<file path="config.mk">
export PLATFORM = sky130hd
export DESIGN_NAME = ps2_rx_frame
export DESIGN_NICKNAME = d
export VERILOG_FILES = /design/src/rtl/ps2_pkg.sv /design/src/rtl/ps2_line_filter.sv /design/src/rtl/ps2_rx_frame.sv
export SDC_FILE = /design/constraint.sdc
export NUM_CORES = 1
export LEC_CHECK = 0
export CAP_MARGIN = 20
export CORE_MARGIN = 1
export CORE_UTILIZATION = 41
export CTS_CLUSTER_DIAMETER = 100
export DETAILED_ROUTE_END_ITERATION = 8
export HOLD_SLACK_MARGIN = 0.02
export PLACE_DENSITY = 0.67
export SETUP_SLACK_MARGIN = 0.2
export SYNTH_ARGS = -nofsm -noshare
export SYNTH_HDL_FRONTEND = slang
export SYNTH_HIERARCHICAL = 1
export SYNTH_SLANG_ARGS = --single-unit
</file>
<file path="constraint.sdc">
create_clock -name clk_board -period 2.12 [get_ports clk_board]
set_input_delay 0.424 -clock clk_board [delete_from_list [all_inputs] [get_ports clk_board]]
set_output_delay 0.424 -clock clk_board [all_outputs]
set_load 0.005 [all_outputs]
</file>
<file path="src/rtl/ps2_pkg.sv">
// Shared types and constants for the PS/2 receive path: FSM state encoding,
// protocol byte values and the odd-parity check used at the stop bit.
`timescale 1ns/1ps
package ps2_pkg;

  typedef enum logic [1:0] {
    IDLE,
    DATA,
    PARITY,
    STOP
  } ps2_state_e;

  localparam logic [7:0] PS2_BREAK_CODE = 8'hF0;
  localparam logic [7:0] PS2_EXT_CODE   = 8'hE0;
  localparam int         PS2_DATA_BITS  = 8;

  // A frame carries odd parity: data bits plus parity bit XOR to 1.
  function automatic logic odd_parity_ok(input logic [7:0] data, input logic parity);
    return ^{data, parity};
  endfunction

endpackage

</file>
<file path="src/rtl/ps2_line_filter.sv">
// Synchronizer plus de-glitch filter for one idle-high PS/2 line. The
// filtered level only follows the pin after FILTER_LEN consecutive equal
// synchronized samples; fall_o pulses for one cycle on a filtered 1->0.
`timescale 1ns/1ps
module ps2_line_filter #(
  parameter int SYNC_STAGES = 2,
  parameter int FILTER_LEN  = 4
) (
  input  logic clk_board,
  input  logic rst,
  input  logic line_i,
  output logic level_o,
  output logic fall_o
);

  localparam int CNT_W = $clog2(FILTER_LEN + 1);

  logic [SYNC_STAGES-1:0] sync_q;
  logic [CNT_W-1:0]       cnt_q, cnt_d;
  logic                   filt_q, filt_d;
  logic                   fall_q, fall_d;
  logic                   sync_out;

  assign sync_out = sync_q[SYNC_STAGES-1];
  assign level_o  = filt_q;
  assign fall_o   = fall_q;

  // Count how long the synchronized line has disagreed with the filtered level.
  always_comb begin
    // NOTE: every output gets a default first so no path leaves it unassigned (no latch).
    cnt_d  = '0;
    filt_d = filt_q;
    fall_d = 1'b0;
    if (sync_out != filt_q) begin
      if (cnt_q == CNT_W'(FILTER_LEN - 1)) begin
        filt_d = sync_out;
        fall_d = filt_q & ~sync_out;
      end else begin
        cnt_d = cnt_q + CNT_W'(1);
      end
    end
  end

  // Synchronizer chain and filter state; lines idle high so reset presets to 1.
  always_ff @(posedge clk_board or posedge rst) begin
    if (rst) begin
      sync_q <= '1;
      cnt_q  <= '0;
      filt_q <= 1'b1;
      fall_q <= 1'b0;
    end else begin
      // NOTE: state registers use non-blocking assignment so every flop samples pre-edge values.
      sync_q <= {sync_q[SYNC_STAGES-2:0], line_i};
      cnt_q  <= cnt_d;
      filt_q <= filt_d;
      fall_q <= fall_d;
    end
  end

endmodule

</file>
<file path="src/rtl/ps2_rx_frame.sv">
// PS/2 device-to-host frame receiver. Conditions both pins, deserializes
// 11-bit frames on filtered clock falling edges, checks start/parity/stop
// and presents good bytes with a one-cycle code_valid strobe. Bad frames
// and mid-frame timeouts produce a one-cycle frame_err.
// Optional: define BREAK_FILTER_EN to suppress F0-prefixed release codes
// and E0 extension prefixes from the output stream.
`timescale 1ns/1ps
module ps2_rx_frame
  import ps2_pkg::*;
#(
  parameter int SYNC_STAGES    = 2,
  parameter int FILTER_LEN     = 4,
  parameter int TIMEOUT_CYCLES = 50000
) (
  input  logic       clk_board,
  input  logic       rst,
  input  logic       ps2_clk,
  input  logic       ps2_data,
  output logic [7:0] scan_code,
  output logic       code_valid,
  output logic       frame_err,
  output logic       busy
);

  localparam int         TMO_W    = $clog2(TIMEOUT_CYCLES);
  localparam logic [2:0] LAST_BIT = 3'(PS2_DATA_BITS - 1);

  ps2_state_e       state_q, state_d;
  logic [2:0]       bit_cnt_q, bit_cnt_d;
  logic [7:0]       shift_q, shift_d;
  logic             parity_q, parity_d;
  logic [TMO_W-1:0] tmo_q, tmo_d;
  logic [7:0]       scan_q, scan_d;
  logic             valid_q, valid_d;
  logic             err_q, err_d;
`ifdef BREAK_FILTER_EN
  logic             break_q, break_d;
`endif

  logic clk_level_unused;
  logic data_fall_unused;
  logic fall_edge;
  logic data_f;

  ps2_line_filter #(.SYNC_STAGES(SYNC_STAGES), .FILTER_LEN(FILTER_LEN)) u_clk_filt (
    .clk_board (clk_board),
    .rst       (rst),
    .line_i    (ps2_clk),
    .level_o   (clk_level_unused),
    .fall_o    (fall_edge)
  );

  ps2_line_filter #(.SYNC_STAGES(SYNC_STAGES), .FILTER_LEN(FILTER_LEN)) u_data_filt (
    .clk_board (clk_board),
    .rst       (rst),
    .line_i    (ps2_data),
    .level_o   (data_f),
    .fall_o    (data_fall_unused)
  );

  assign scan_code  = scan_q;
  assign code_valid = valid_q;
  assign frame_err  = err_q;
  assign busy       = (state_q != IDLE);

  // Frame FSM, timeout watchdog and output strobe generation.
  always_comb begin
    state_d   = state_q;
    bit_cnt_d = bit_cnt_q;
    shift_d   = shift_q;
    parity_d  = parity_q;
    scan_d    = scan_q;
    valid_d   = 1'b0;
    err_d     = 1'b0;
`ifdef BREAK_FILTER_EN
    break_d   = break_q;
`endif

    if (state_q == IDLE || fall_edge) tmo_d = '0;
    else                              tmo_d = tmo_q + TMO_W'(1);

    // Expiry wins over a coincident clock edge.
    if (state_q != IDLE && tmo_q == TMO_W'(TIMEOUT_CYCLES - 1)) begin
      state_d = IDLE;
      tmo_d   = '0;
      err_d   = 1'b1;
`ifdef BREAK_FILTER_EN
      break_d = 1'b0;
`endif
    end else if (fall_edge) begin
      case (state_q)
        IDLE: begin
          if (!data_f) begin
            state_d   = DATA;
            bit_cnt_d = '0;
          end
        end
        DATA: begin
          shift_d[bit_cnt_q] = data_f;
          bit_cnt_d          = bit_cnt_q + 3'd1;
          if (bit_cnt_q == LAST_BIT) state_d = PARITY;
        end
        PARITY: begin
          parity_d = data_f;
          state_d  = STOP;
        end
        STOP: begin
          state_d = IDLE;
          if (data_f && odd_parity_ok(shift_q, parity_q)) begin
`ifdef BREAK_FILTER_EN
            if (break_q) begin
              break_d = 1'b0;
            end else if (shift_q == PS2_BREAK_CODE) begin
              break_d = 1'b1;
            end else if (shift_q != PS2_EXT_CODE) begin
              scan_d  = shift_q;
              valid_d = 1'b1;
            end
`else
            scan_d  = shift_q;
            valid_d = 1'b1;
`endif
          end else begin
            err_d = 1'b1;
`ifdef BREAK_FILTER_EN
            break_d = 1'b0;
`endif
          end
        end
        default: state_d = IDLE;
      endcase
    end
  end

  // Receiver state registers; reset discards any partial frame silently.
  always_ff @(posedge clk_board or posedge rst) begin
    if (rst) begin
      state_q   <= IDLE;
      bit_cnt_q <= '0;
      shift_q   <= '0;
      parity_q  <= 1'b0;
      tmo_q     <= '0;
      scan_q    <= '0;
      valid_q   <= 1'b0;
      err_q     <= 1'b0;
`ifdef BREAK_FILTER_EN
      break_q   <= 1'b0;
`endif
    end else begin
      state_q   <= state_d;
      bit_cnt_q <= bit_cnt_d;
      shift_q   <= shift_d;
      parity_q  <= parity_d;
      tmo_q     <= tmo_d;
      scan_q    <= scan_d;
      valid_q   <= valid_d;
      err_q     <= err_d;
`ifdef BREAK_FILTER_EN
      break_q   <= break_d;
`endif
    end
  end

endmodule

</file>
[Word-level counts from Yosys, hierarchy flattened]
Cells that the tools add are included.
Operators by class
  $lt $le $gt $ge: 2
  mux-type cells: 26
  add/sub/neg operators: 4
  eq/ne operators: 12
  bitwise logic cells: 3
  reduce and logical (&&, ||, !) cells: 16
Operator list (count)
  $mux W16: 2
  $add A16 B1 Y16 const B: 1
  $eq A16 B16 Y1 const B: 1
  $mux W3: 5
  $mux W1: 11
  $add A3 B1 Y3 const B: 3
  $reduce_and A3 Y1: 3
  $reduce_xor A9 Y1: 1
  $bwmux W8: 1
  $mux W2: 4
  $pmux W2 S4: 1
  $reduce_and A4 Y1: 2
  $eq A3 B2 Y1 const B: 2
  $ne A3 B3 Y1 const B: 2
  $pmux W3 S2: 1
  $reduce_bool A2 Y1: 3
  $eq A2 B2 Y1 const B: 2
  $lt A3 B4 Y1 const B: 1
  $reduce_and A2 Y1: 2
  $demux W1 S3: 1
  $eq A3 B3 Y1 const B: 1
  $ge A3 B1 Y1 const B: 1
  $logic_and A1 B1 Y1: 3
  $eq A2 B1 Y1 const B: 1
  other kinds (6): 8
Word-level totals
  output and inout port bits: 11
  register bits: 53
  logic and storage cells: 78

[Logic depth before layout (Yosys ltp)]
Gate-level depths: netlist (run 1).
  word-level depth: 6
  gate-level depth with buffers: 9
  gate-level depth less buffers: 7

[Cells and area by module]
Netlist (run 1), hierarchy kept.
Modules (own cells, without submodules)
  ps2_rx_frame: times used 1, area each 2042.0 µm², cells each 177, seq. area each 1001.0 µm²
  ps2_line_filter: times used 2, area each 282.8 µm², cells each 20, seq. area each 178.9 µm²

[Least setup slack after synthesis (run 1)]
OpenSTA, ideal clock, no wires.
  kind: register to register
  start: register tmo_q[0]
  end: register shift_q[6]
  clock period less this slack: 2.117 ns
  arrival: 1.989 ns
  setup slack: 0.003 ns
  stages on the path, launching flop included: 7
  required time: 1.993 ns
  buffers on the path: 0
  cell sequence: dfrtp_1 ha_1 nand3_2 or4_4 or3_1 nand4_1 mux2_1
Between the ends
  cells in the longest elaborated chain, start to end: 4
RTL lines
  start: declaration: line ps2_rx_frame.sv:32  | logic [TMO_W-1:0] tmo_q, tmo_d;
  start signal: assignment: line ps2_rx_frame.sv:154  | tmo_q <= tmo_d;
  $eq A16 B16 Y1: line ps2_rx_frame.sv:83  | if (state_q != IDLE && tmo_q == TMO_W'(TIMEOUT_CYCLES - 1)) begin
  $logic_and A1 B1 Y1: line ps2_rx_frame.sv:83
  $not A1 Y1 (no line)
  $reduce_and A3 Y1 (no line)
  end signal: assignment: line ps2_rx_frame.sv:152  | shift_q <= shift_d;
  end: declaration: line ps2_rx_frame.sv:30  | logic [7:0] shift_q, shift_d;
No other way between the ends.
A chain may end at the register's enable or synchronous reset.

[Final worst setup path (run 1)]
  start: register tmo_q[0]
  end: register shift_q[0]
The elaborated chain is that of the path after synthesis.

==> results of run 1 <==
per-stage QoR:
stage | hold slack (ps) | instances | area, µm²
3_5_place_dp | 349 | 306 | 2880
5_1_grt | 364 | 324 | 3210
6_report | 359 | 324 | 3210
2_1_floorplan | 213 | 214 | 2610
4_1_cts | 362 | 322 | 3110
3_3_place_gp | 347 | 306 | 2880
layer usage:
layer / global-route usage / vias to the layer above
li1: - / 794
met1: 0.180 / 800
met2: 0.260 / 25
met3: 0.0337 / 7
met4: 0.0589 / 0
met5: 0 / -
power groups by stage:
stage	combinational [mW]	sequential (mW)	clock [mW]
detailed placement	0.431	1.22	0
finish	0.581	1.20	0.549
floorplan	0.329	1.18	0
CTS	0.504	1.20	0.577
global route	0.651	1.21	0.620
global placement	0.418	1.21	0
worst register-to-register path: cells and delay by family, from the launching register on:
kind                       cells  cell delay, ps
buffers and inverters          1             200
DFF                            1             410
adders and majority gates      1             170
muxes                          1             310
and+or+nand+nor                4             820
what timing repair did:
action | CTS | global route
resized for setup | 20 | 17
gates cloned | 0 | 1
endpoints found under the setup margin | 34 | 38
buffers inserted | 8 | 1
pin swaps | 5 | 9
final cells by class:
cell class | instances | area share
flip-flops and latches | 53 | 0.416
repair buffers | 33 | 0.103
inverters | 13 | 0.0152
multi-input cells | 142 | 0.410
clock buffers | 5 | 0.0215
well taps | 75 | 0.0293
clock inverters | 3 | 0.00546
flip-flops by register name, summed over array words and instances (netlist names):
register / flops
u_data_filt/level_o: 1
u_clk_filt/cnt_q: 3
u_data_filt/cnt_q: 3
u_data_filt/sync_q: 2
parity_q: 1
scan_code: 8
tmo_q: 16
u_clk_filt/fall_o: 1
frame_err: 1
state_q: 2
u_clk_filt/level_o: 1
code_valid: 1
shift_q: 8
u_clk_filt/sync_q: 2
bit_cnt_q: 3
final timing paths:
path	startpoint	endpoint	slack, ps	depth (start not counted)
max in group asynchronous	rst	tmo_q[3]$_DFF_PP0_	1150	3
min in group asynchronous	rst	u_data_filt/cnt_q[2]$_DFF_PP0_	390	2
worst max-delay path	tmo_q[0]$_DFF_PP0_	shift_q[0]$_DFFE_PP0P_	100	7
worst min register to register	u_data_filt/sync_q[0]$_DFF_PP1_	u_data_filt/sync_q[1]$_DFF_PP1_	360	0
worst max register to register	tmo_q[0]$_DFF_PP0_	shift_q[0]$_DFFE_PP0P_	100	7
worst min-delay path	u_data_filt/sync_q[0]$_DFF_PP1_	u_data_filt/sync_q[1]$_DFF_PP1_	360	0
==> results.ini, run 1 <==
[routing]
route.met2.wl_mm=2.18
top_layer_used=met4
routed_wire_length_per_instance_um=13.5
wirelength_met1_mm=2.02
drt_pre_antenna_iters=4
wl_met3_um=112
via_count=1626
drc=0
viasPerCell=5.02
antenna_violating_nets_post_route=0
wirelength_mm=4.38
violation_count_after_the_first_detailed_routing_iteration=83

[timing]
worst_slew_pin_slew_ps=503
rsz0062_at_grt=yes
layout_min_cycle_time_ps=2020
finalClockSkew_ps=3.01
setup_total_negative_slack_ps=0
timing_max_transition_violations_final=0
timing.fmax_mhz=496
finalWorstSetupSlack_ps=104
final_min_period_over_clock_period=0.951
timing.final.hold_violations=0
setup_viol_count_final=0
worst_slew_margin_rel=0.662

[worst_setup_path]
crit_required_ps=2320
worstPathBufferInverterCount=1
path_class=flip-flop to flip-flop
crit_chain=ha_4 -> nand3_4 -> or4_4 -> nor3_4 -> buf_4 -> nor3_2 -> mux2_4
cp_data_arrival_time_ps=2210
worst_setup_path_end_kind=flip-flop
cp-start-kind=flip-flop
worstPathMaxFanout=5
timing.critical_path.slowest_stage_cell=sky130_fd_sc_hd__or4_4
cpLargestDelayFamily=simple AND/OR/NAND/NOR gates
critical-path-max-stage-delay_ps=440

[yosys]
post_synth_inst_count=214
average_footprint_of_a_synthesized_cell_um2=12.0
mappedNetlistNets=230
synthesis.area_mm2=0.00256
ys.warnings.count=6

[power_and_ir_drop]
power.density_cell_area_mw_per_mm2=727
static-leakage-power_nw=1.46
net_switching_power_of_the_design_uw=707
totalPowerFinal_mw=2.33
worst_ir_drop_vdd_uv=460
power_switching_share=0.303
power.sequential.fraction=0.515
p_int_mw=1.62
p_comb_frac=0.249
p_clk_frac=0.236

[floorplan]
die_area_mm2=0.00657
start_util=0.428
io_pins=15
floorplan.core_area_mm2=0.00599
y_dimension_of_the_die_um=81.1
rows=28
die_x_um=81.1

[clock_network]
max-clock-path-buffers=2
cts_inserted_buffers=5
h-tree-depth=2
insertion_delay_ps=310
clkSinkCount=53
cts_hold_buffers=0
tritoncts=built
clk_root_buffer_cell=sky130_fd_sc_hd__clkbuf_8
clkTransAtPathRegs_ps=90

[placed_design]
detailedPlacementHpwl_mm=2.87
gp_routability_congestion=0.780
port_buffers=14
place_ws_ps=34.7

[layout]
syn2layout_area_growth_pct=25.1
multiInputGateArea_mm2=0.00131
finish.utilization=0.535
design.final.nets=264
diodes=0
layout.cells.most_common=sky130_fd_sc_hd__dfrtp_1
final.fill_count=514
post_route_cells_drive_above_1_share=0.321
sequential_cell_area_mm2=0.00133
layout.cells.most_common_list=47 x sky130_fd_sc_hd__dfrtp_1, 16 x sky130_fd_sc_hd__nor2_1, 15 x sky130_fd_sc_hd__mux2_4, 13 x sky130_fd_sc_hd__clkdlybuf4s50_1, 13 x sky130_fd_sc_hd__buf_4

[grt]
grt_start_max_net_pins=41
first_global_vias=1652
grt_usage=0.150
gr-total-overflow=0
antenna_found_initial=0
first_pass_grt_wire_length_mm=7.42

[min_path]
worst_hold_path_type=flip-flop to flip-flop

[status]
status=complete, no violations

[job]
maxCapViolations=0

Note: power is estimated with default switching activity, not from simulation.
==> run 2, diff against run 1 <==
CTS_BUF_LIST = sky130_fd_sc_hd__clkbuf_16   (was default)
CTS_CLUSTER_SIZE = 8   (was default)
SLEW_MARGIN = 20   (was default)
==> run 2 against run 1 <==
Compared with the run above: sequential share of layout area shrank 1.2 points; non-clock buffer count is the same; via count grew 0.98%; cell count is the same; largest power group unchanged; register-to-register slack is essentially flat; critical path type unchanged; critical endpoint unchanged; routed wire length grew 0.50%; die area is the same; combinational power grew 11%; largest cell class is now multi-input gates.
==> results.ini, run 2 (same netlist as run 1, synthesis figures left out) <==
[timing]
final_min_period_over_clock_period=0.946  ; -0.00512
timing_max_transition_violations_final=0  ; unchanged
setup_viol_count_final=0  ; unchanged
timing.final.hold_violations=0  ; unchanged
worst_slew_pin_slew_ps=501  ; -2.07 ps
layout_min_cycle_time_ps=2010  ; -10.9 ps
finalClockSkew_ps=5.10  ; +2.09 ps
setup_total_negative_slack_ps=0  ; unchanged
worst_slew_margin_rel=0.666  ; +0.00438
timing.fmax_mhz=499  ; +0.54%
rsz0062_at_grt=yes

[grt]
gr-total-overflow=0  ; unchanged
antenna_found_initial=0  ; unchanged
first_pass_grt_wire_length_mm=7.36  ; -0.84%
grt_usage=0.147  ; -0.00244
grt_start_max_net_pins=41  ; unchanged
met3_routing_resource_usage_after_global_routing=0.0404  ; +0.00674
globalRouteMet2Util=0.255  ; -0.00420
first_global_vias=1622  ; -1.8%
gr_busiest_metal=met2
global_route.usage.met1=0.180  ; +0.000589

[routing]
drt_pre_antenna_iters=4  ; unchanged
wirelength_mm=4.40  ; +0.50%
via_count=1642  ; +0.98%
violation_count_after_the_first_detailed_routing_iteration=58  ; -30%
routed_wire_length_per_instance_um=13.6  ; +0.50%
viasPerCell=5.07  ; +0.98%
antenna_violating_nets_post_route=0  ; unchanged
drc=0  ; unchanged

[worst_setup_path]
cp_data_arrival_time_ps=2180  ; -30 ps
regToRegEndpoint=shift_q[0]$_DFFE_PP0P_
worst-r2r-setup-slack_ps=110  ; about the same
cpLargestDelayFamily=simple AND/OR/NAND/NOR gates
crit_chain=ha_4 -> nand3_4 -> or4_4 -> nor3_4 -> buf_4 -> nor3_2 -> mux2_4
rr_startpoint=tmo_q[0]$_DFF_PP0_
worst_setup_path_end_kind=flip-flop
crit_required_ps=2300  ; -20 ps
crit_path_end=shift_q[0]$_DFFE_PP0P_
worstPathMaxFanout=5  ; unchanged
critical_path_cell_count=7  ; unchanged
critical-path-max-stage-delay_ps=440  ; about the same
cp-start-kind=flip-flop
path_class=flip-flop to flip-flop
ff2ff_path_depth=7  ; unchanged
timing.critical_path.slowest_stage_cell=sky130_fd_sc_hd__or4_4
worstPathBufferInverterCount=1  ; unchanged
crit_start=tmo_q[0]$_DFF_PP0_

[layout]
layout.cells.most_common=sky130_fd_sc_hd__dfrtp_1
largest_reg_flops=16  ; unchanged
fin_cells=324  ; unchanged
diodes=0  ; unchanged
design.final.nets=264  ; unchanged
registers.top_by_ff_count=tmo_q
final.fill_count=499  ; -2.9%
syn2layout_area_growth_pct=28.6
layout.cells.most_common_list=47 x sky130_fd_sc_hd__dfrtp_1, 16 x sky130_fd_sc_hd__mux2_4, 13 x sky130_fd_sc_hd__clkdlybuf4s50_1, 13 x sky130_fd_sc_hd__buf_4, 11 x sky130_fd_sc_hd__nor2_4
post_route_cells_drive_above_1_share=0.353  ; +0.0321

[clock_network]
max-clock-path-buffers=2  ; unchanged
tritoncts=built
clk_root_buffer_cell=sky130_fd_sc_hd__clkbuf_16
insertion_delay_ps=290  ; -20 ps
h-tree-depth=2  ; unchanged
clkTransAtPathRegs_ps=70  ; -20 ps
clkSinkCount=53  ; unchanged
cts_inserted_buffers=5  ; unchanged

[floorplan]
io_pins=15  ; unchanged
floorplan.core_area_mm2=0.00599  ; unchanged
die_x_um=81.1  ; unchanged
start_util=0.428  ; unchanged
y_dimension_of_the_die_um=81.1  ; unchanged
rows=28  ; unchanged
die_area_mm2=0.00657  ; unchanged

[min_path]
timing.hold.worst.start=u_data_filt/sync_q[0]$_DFF_PP1_
worst_hold_path_type=flip-flop to flip-flop

[status]
status=complete, no violations

[placed_design]
detailedPlacementHpwl_mm=2.87  ; unchanged
post-place-cells=306  ; unchanged
port_buffers=14  ; unchanged
gp_routability_congestion=0.780  ; unchanged

[power_and_ir_drop]
power.density_cell_area_mw_per_mm2=795  ; +9.3%
worst_ir_drop_vdd_uv=640  ; +39%
totalPowerFinal_mw=2.62  ; +12%
static-leakage-power_nw=1.49  ; +2.2%

[job]
maxCapViolations=0  ; unchanged

run 2: cell counts in the layout (fill, tap and decap cells not counted):
No cell type changed its count.
run 2: final cells by class:
| cell class | count | area [µm²] | share of cell area |
|---|---|---|---|
| multi-input combinational | 142 | 1350 | 0.409 |
| tap | 75 | 93.8 | 0.0285 |
| sequential | 53 | 1330 | 0.404 |
| clock inverter | 3 | 17.5 | 0.00531 |
| inverter | 13 | 48.8 | 0.0148 |
| timing repair buffer | 33 | 330 | 0.100 |
| clock buffer | 5 | 125 | 0.0379 |
run 2: report_power, final:
| part | total [mW] | internal [mW] | switching [mW] |
|---|---|---|---|
| Clock | 0.776 | 0.433 | 0.343 |
| Combinational | 0.644 | 0.298 | 0.346 |
| Sequential | 1.20 | 1.11 | 0.0903 |
| Total | 2.62 | 1.84 | 0.779 |
run 2: repair_timing:
item / in CTS / in global routing
resized for setup: 19 / 31
hold buffers: 0 / 0
buffers inserted: 8 / 1
endpoints found under the setup margin: 34 / 39
pin swaps: 4 / 16
gates cloned: 0 / 1
run 2: worst min path at each step:
stage | endpoint | slack (ps) | cells past startpoint
after floorplan | u_data_filt/cnt_q[0]$_DFF_PP0_ | 210 | 1
after global placement | u_clk_filt/sync_q[1]$_DFF_PP1_ | 350 | 0
after detailed placement | u_data_filt/sync_q[1]$_DFF_PP1_ | 350 | 0
after CTS | u_data_filt/sync_q[1]$_DFF_PP1_ | 360 | 0
after global routing | u_data_filt/sync_q[1]$_DFF_PP1_ | 360 | 0
final | u_data_filt/sync_q[1]$_DFF_PP1_ | 360 | 0
run 2: per-layer routing:
metal,routed length (µm),vias to the layer above
met3,126,4
met5,0,-
li1,-,797
met2,2200,21
met1,2040,820
met4,36,0
run 2: metrics by stage:
step                      area [µm²]  setup slack [ps]  hold slack, ps   util
after global placement          2880              78.9             347  0.480
after detailed placement        2880              34.7             349  0.480
after CTS                       3150              80.4             358  0.526
after global routing            3300              54.2             359  0.551
after floorplan                 2610               161             213      -
final                           3300               115             356  0.551
